## src/rtl/bp_pkg.sv

```systemverilog
// Shared definitions for the branch predictor: mode constants and 2-bit counter helpers.
package bp_pkg;

  localparam int BP_STATIC  = 0;
  localparam int BP_BIMODAL = 1;
  localparam int BP_GSHARE  = 2;

  typedef enum logic [1:0] {
    SNT = 2'b00,
    WNT = 2'b01,
    WT  = 2'b10,
    ST  = 2'b11
  } ctr_t;

  // Saturating step toward the resolved direction.
  function automatic ctr_t ctr_next(input ctr_t c, input logic taken);
    if (taken) return (c == ST)  ? ST  : ctr_t'(c + 2'd1);
    else       return (c == SNT) ? SNT : ctr_t'(c - 2'd1);
  endfunction

endpackage

```

## src/rtl/branch_target_buffer.sv

```systemverilog
// Direct-mapped BTB: combinational lookup, synchronous write; a write to an occupied slot overwrites it.
module branch_target_buffer
  import bp_pkg::*;
#(
  parameter int XLEN     = 32,
  parameter int IDX_BITS = 5
) (
  input  logic            clk,
  input  logic            reset,
  input  logic [XLEN-1:0] i_rd_pc,
  output logic            o_rd_hit,
  output logic [XLEN-1:0] o_rd_target,
  output logic            o_rd_jump,
  input  logic            i_wr_en,
  input  logic [XLEN-1:0] i_wr_pc,
  input  logic [XLEN-1:0] i_wr_target,
  input  logic            i_wr_jump
);

  localparam int N     = 1 << IDX_BITS;
  localparam int TAG_W = XLEN - IDX_BITS - 2;

  logic [N-1:0]      r_valid;
  logic [N-1:0]      r_jump;
  logic [TAG_W-1:0]  r_tag    [N];
  logic [XLEN-1:0]   r_target [N];

  logic [IDX_BITS-1:0] w_rd_idx;
  logic [IDX_BITS-1:0] w_wr_idx;
  logic [TAG_W-1:0]    w_rd_tag;
  logic [TAG_W-1:0]    w_wr_tag;
  logic                w_unused_pc_lsbs;

  assign w_rd_idx = i_rd_pc[IDX_BITS+1:2];
  assign w_wr_idx = i_wr_pc[IDX_BITS+1:2];
  assign w_rd_tag = i_rd_pc[XLEN-1:IDX_BITS+2];
  assign w_wr_tag = i_wr_pc[XLEN-1:IDX_BITS+2];
  assign w_unused_pc_lsbs = ^{i_rd_pc[1:0], i_wr_pc[1:0]};

  assign o_rd_hit    = r_valid[w_rd_idx] && (r_tag[w_rd_idx] == w_rd_tag);
  assign o_rd_target = r_target[w_rd_idx];
  assign o_rd_jump   = r_jump[w_rd_idx];

  // Only the valid bits need clearing; tag/target are qualified by them.
  always_ff @(posedge clk) begin
    if (reset) begin
      r_valid <= '0;
    end else if (i_wr_en) begin
      r_valid[w_wr_idx]  <= 1'b1;
      r_jump[w_wr_idx]   <= i_wr_jump;
      r_tag[w_wr_idx]    <= w_wr_tag;
      r_target[w_wr_idx] <= i_wr_target;
    end
  end

endmodule

```

## src/rtl/branch_predictor.sv

```systemverilog
// IF-stage predictor: BTB plus 2-bit PHT (bimodal or gshare), zero-latency lookup,
// trained non-speculatively from EX resolution, with saturating perf counters.
module branch_predictor
  import bp_pkg::*;
#(
  parameter int XLEN         = 32,
  parameter int BTB_IDX_BITS = 5,
  parameter int PHT_IDX_BITS = 5,
  parameter int MODE         = 2,
  parameter int CNT_W        = 32
) (
  input  logic                    clk,
  input  logic                    reset,
  input  logic [XLEN-1:0]         if_pc,
  output logic                    pred_taken,
  output logic [XLEN-1:0]         pred_target,
  output logic [XLEN-1:0]         next_pc,
  output logic [PHT_IDX_BITS-1:0] pred_idx,
  input  logic                    upd_valid,
  input  logic [XLEN-1:0]         upd_pc,
  input  logic [PHT_IDX_BITS-1:0] upd_idx,
  input  logic                    upd_is_branch,
  input  logic                    upd_is_jump,
  input  logic                    upd_taken,
  input  logic [XLEN-1:0]         upd_target,
  input  logic                    upd_mispredict,
  output logic [CNT_W-1:0]        br_count,
  output logic [CNT_W-1:0]        mispred_count
);

  localparam int PHT_N = 1 << PHT_IDX_BITS;
  localparam bit DYNAMIC = (MODE != BP_STATIC);

  ctr_t                    r_pht [PHT_N];
  logic [PHT_IDX_BITS-1:0] r_bhr;
  logic [CNT_W-1:0]        r_br_cnt;
  logic [CNT_W-1:0]        r_mp_cnt;

  logic                    w_hit;
  logic                    w_jump;
  logic [XLEN-1:0]         w_target;
  logic [PHT_IDX_BITS-1:0] w_pc_idx;
  logic [PHT_IDX_BITS-1:0] w_pht_idx;
  logic                    w_upd_acc;
  logic                    w_pht_upd;
  logic                    w_btb_wr;

  assign w_pc_idx  = if_pc[PHT_IDX_BITS+1:2];
  assign w_pht_idx = (MODE == BP_GSHARE) ? (w_pc_idx ^ r_bhr) : w_pc_idx;

  assign pred_idx    = w_pht_idx;
  assign pred_taken  = DYNAMIC && w_hit && (w_jump || r_pht[w_pht_idx][1]);
  assign pred_target = w_target;
  assign next_pc     = pred_taken ? w_target : (if_pc + XLEN'(4));

  // Updates carrying neither branch nor jump flag are not control flow and are dropped.
  assign w_upd_acc = upd_valid && (upd_is_branch || upd_is_jump);
  assign w_pht_upd = DYNAMIC && w_upd_acc && upd_is_branch && !upd_is_jump;
  assign w_btb_wr  = DYNAMIC && w_upd_acc && (upd_is_jump || upd_taken);

  branch_target_buffer #(
    .XLEN     (XLEN),
    .IDX_BITS (BTB_IDX_BITS)
  ) u_btb (
    .clk         (clk),
    .reset       (reset),
    .i_rd_pc     (if_pc),
    .o_rd_hit    (w_hit),
    .o_rd_target (w_target),
    .o_rd_jump   (w_jump),
    .i_wr_en     (w_btb_wr),
    .i_wr_pc     (upd_pc),
    .i_wr_target (upd_target),
    .i_wr_jump   (upd_is_jump)
  );

  always_ff @(posedge clk) begin
    if (reset) begin
      for (int i = 0; i < PHT_N; i++) r_pht[i] <= WNT;
      r_bhr <= '0;
    end else if (w_pht_upd) begin
      r_pht[upd_idx] <= ctr_next(r_pht[upd_idx], upd_taken);
      if (MODE == BP_GSHARE) r_bhr <= {r_bhr[PHT_IDX_BITS-2:0], upd_taken};
    end
  end

  always_ff @(posedge clk) begin
    if (reset) begin
      r_br_cnt <= '0;
      r_mp_cnt <= '0;
    end else if (w_upd_acc) begin
      if (r_br_cnt != '1)                   r_br_cnt <= r_br_cnt + CNT_W'(1);
      if (upd_mispredict && r_mp_cnt != '1) r_mp_cnt <= r_mp_cnt + CNT_W'(1);
    end
  end

  assign br_count      = r_br_cnt;
  assign mispred_count = r_mp_cnt;

endmodule
```

## config.mk

```make
export PLATFORM = sky130hd
export DESIGN_NAME = branch_predictor
export DESIGN_NICKNAME = d
export VERILOG_FILES = /design/src/rtl/bp_pkg.sv /design/src/rtl/branch_target_buffer.sv /design/src/rtl/branch_predictor.sv
export SDC_FILE = /design/constraint.sdc
export NUM_CORES = 2
export LEC_CHECK = 0
export ABC_CLOCK_PERIOD_IN_PS = 6200
export CORE_MARGIN = 5
export CORE_UTILIZATION = 50
export DETAILED_ROUTE_END_ITERATION = 8
export PLACE_DENSITY = 0.67
export SLEW_MARGIN = 30
export SYNTH_ARGS = -nofsm -noshare
export SYNTH_HDL_FRONTEND = slang
export SYNTH_SLANG_ARGS = --single-unit
```

## constraint.sdc

```tcl
create_clock -name clk -period 6.2 [get_ports clk]
set_input_delay 1.55 -clock clk [delete_from_list [all_inputs] [get_ports clk]]
set_output_delay 1.55 -clock clk [all_outputs]
set_load 0.01 [all_outputs]
```

==> results.cfg <==
[run_status]
status = complete, but fails checks
violations = setup timing

[setup_path]
crit_cells = 16
critPathLaunchType = input pin
cp-end-kind = output port
arrival_ns = 5.27
worstSetupPathType = input pin to output port
cpPeakStageDelay_ns = 0.50
cpMostUsedCell = buf_12
cp.required_ns = 4.65
cp_cell_sequence = buf_16 > buf_12 > buf_12 > mux4_2 > a22o_1 > a2111oi_1 > a21oi_1 > xnor2_1 > nand4_1 > nor4_4 > buf_6 > buf_12 > buf_12 > buf_6 > mux2_4 > buf_6
crit_buf_inv = 8
path_delay_family = buffers and inverters
reg2reg_depth = 9
critPathMaxFanout = 17
slowest_stage = mux4_2

[detailed_routing]
route.detailed.drc = 0
firstDrtPassIters = 5
antenna_left = 0
drtIter0Drc = 5345
drt-total-wl_mm = 217.8
vias_per_cell = 6.309
vias = 43020
wl_per_cell_um = 31.94

[place]
hpwl_mm = 120.9
dp_cells = 6380
place_area_um2 = 87640
port_buffers = 239
gp_congestion = 0.8175

[floorplan]
die_h_um = 408.9
coreArea_um2 = 158400
dieWidth_um = 408.9
start_util = 0.5024
fp-row-count = 146
dieArea_um2 = 167200
io_pins = 242

[synthesis]
synthAdderAreaFrac = 0.0007233
synth_top_area_share = 0.7246
synth_top_cell_by_area = edfxtp_1
synth.top_cells.by_count = 1920 x edfxtp_1, 499 x mux4_2, 176 x nand2_1
avgSynthCellArea_um2 = 20.24
synthTopCellsByArea = edfxtp_1 72%, mux4_2 14%, dfxtp_1 2.5%
synth_edf_count = 1920
synth.most_common_cell = edfxtp_1
yosysUniqueCellTypes = 68
synth_nets = 4042
synth_mux_area_frac = 0.1637
synth_xor_xnor_area_share = 0.01154
yosys.area_share.simple = 0.03775
yosys_warnings = 0
syn_area_um2 = 79570
seq_area_frac_synth = 0.7500
synth_ff_type = edfxtp_1
synth_compound_area_frac = 0.02123
ys_seq_elements = 2021
async_flop_share = 0
synth_top_family_by_area = multiplexers
synthCells = 3931

[clock_network]
cts_tree = built
root_buffer = clkbuf_16
clockBufferDepth = 3
cts.sinks = 2021
clk_pin_slew_ns = 0.06
insertion_delay_ns = 0.80
numCtsBuffers = 199
htree_levels = 4

[sta]
relSlewSlack = 0.3181
fin_crit_ns = 6.818
period_share = 1.100
skew_ns = 0.05018
slew_violations = 0
fmax_ghz = 0.1467
layout_setup_ws_ns = -0.6183
rsz0062_at_grt = true
hold_viol_final = 0
setup_viol = 39
worstMarginPinSlew_ns = 1.023

[global_routing]
antenna_found_initial = 26
overflow = 0
grt_pass1_wl_mm = 308.9
grt_max_degree = 97
grt_pass1_vias = 42270
grt_usage = 0.2571

[layout]
fin_cells = 6819
nNetsFinal = 4675
final_cell_area_um2 = 95060
utilization = 0.6002
area_growth_pct = 19.47
register_area_um2 = 59680
drive_above_1_share = 0.3054
multi_input_comb_area_um2 = 19420
fillers = 11170

[power_and_ir_drop]
p_leak_nw = 30.74
power.density_nw_per_um2 = 301.4
peakVddDrop_mv = 0.2972

[min_path]
min_path_type = register to register
min_path_cells = 2

[flow_run]
drv_cap = 0
-- area by class of cell --
type                    instances  share of cell area
well taps                    2072             0.02727
flip-flops and latches       2021              0.6278
repair buffers                648             0.07077
clock inverters               121             0.01215
inverters                      53            0.002172
diodes                         16           0.0004212
clock buffers                 247             0.05516
multi-input cells            1641              0.2043
-- layout by cell type (no fill, tap or decap), types with 49 or more instances in the layout --
master	instances
clkinv_2	49
clkbuf_16	203
buf_12	89
inv_1	49
buf_4	274
dfxtp_1	101
xnor2_1	57
buf_2	59
mux4_2	499
o22ai_1	60
buf_6	55
clkdlybuf4s50_1	147
nor2_1	129
edfxtp_1	1920
nand2_1	174
mux2i_1	130
nand3_1	58
-- worst paths after layout --
kind,slack (ns),from,to
worst max register to register,3.33,mispred_count[6]$_SDFFE_PP0P_,mispred_count[31]$_SDFFE_PP0P_
worst min-delay path,0.47,u_btb.r_valid[4]$_SDFFE_PP0P_,u_btb.r_valid[4]$_SDFFE_PP0P_
worst max-delay path,-0.62,if_pc[2],next_pc[27]
worst min register to register,0.47,u_btb.r_valid[4]$_SDFFE_PP0P_,u_btb.r_valid[4]$_SDFFE_PP0P_
-- where the power goes --
group	leakage, nW	internal [mW]	switching (mW)
clock network	3.12	6.62	5.18
logic	9.56	0.830	1.00
registers	18.1	15.0	0.0219
-- cell families after synthesis --
logic type | count (synthesis)
XOR/XNOR | 104
buffers and inverters | 269
AO/OA/AOI/OAI | 241
adder cells (fa/ha/maj) | 5
flip-flops | 2021
multiplexers | 672
AND/OR/NAND/NOR | 619
-- flip-flops by register name, indices dropped and copies added, names as in the netlist --
register	count
u_btb.r_target	1024
u_btb.r_tag	800
r_pht	64
br_count	32
mispred_count	32
u_btb.r_jump	32
u_btb.r_valid	32
r_bhr	5
-- through the flow --
step / setup slack (ns) / power, mW / hold WS [ns] / TNS (ns)
after floorplan: 0.001283 / 16.19 / 0.4489 / 0
after global placement: -1.431 / 17.04 / 0.4551 / -56.05
after detailed placement: -1.372 / 17.07 / 0.4628 / -54.23
after CTS: -0.5385 / 28.80 / 0.4722 / -16.82
after global routing: -0.7113 / 29.52 / 0.4978 / -23.00
final: -0.6183 / 28.65 / 0.4743 / -18.08
-- worst reg2reg max path, delay by kind of cell (launching register included) --
family	cells	cell delay (ns)
AO/OA/AOI/OAI	1	0.40
AND/OR/NAND/NOR	7	1.84
XOR/XNOR	1	0.16
flip-flops	1	0.34
-- per-layer routing --
metal  share of wire  GRT usage
met5         0.00019          0
met4           0.022    0.05744
met3            0.10    0.05578
met2            0.48     0.4082
met1            0.40     0.3718
-- timing repair --
action,4_1_cts,5_1_grt
pin swaps,19,7
hold buffers,0,0
gates cloned,2,1
resized for setup,256,55
endpoints found under the setup margin,61,55
buffers inserted,40,17
Power figures use the tool's default switching activity.
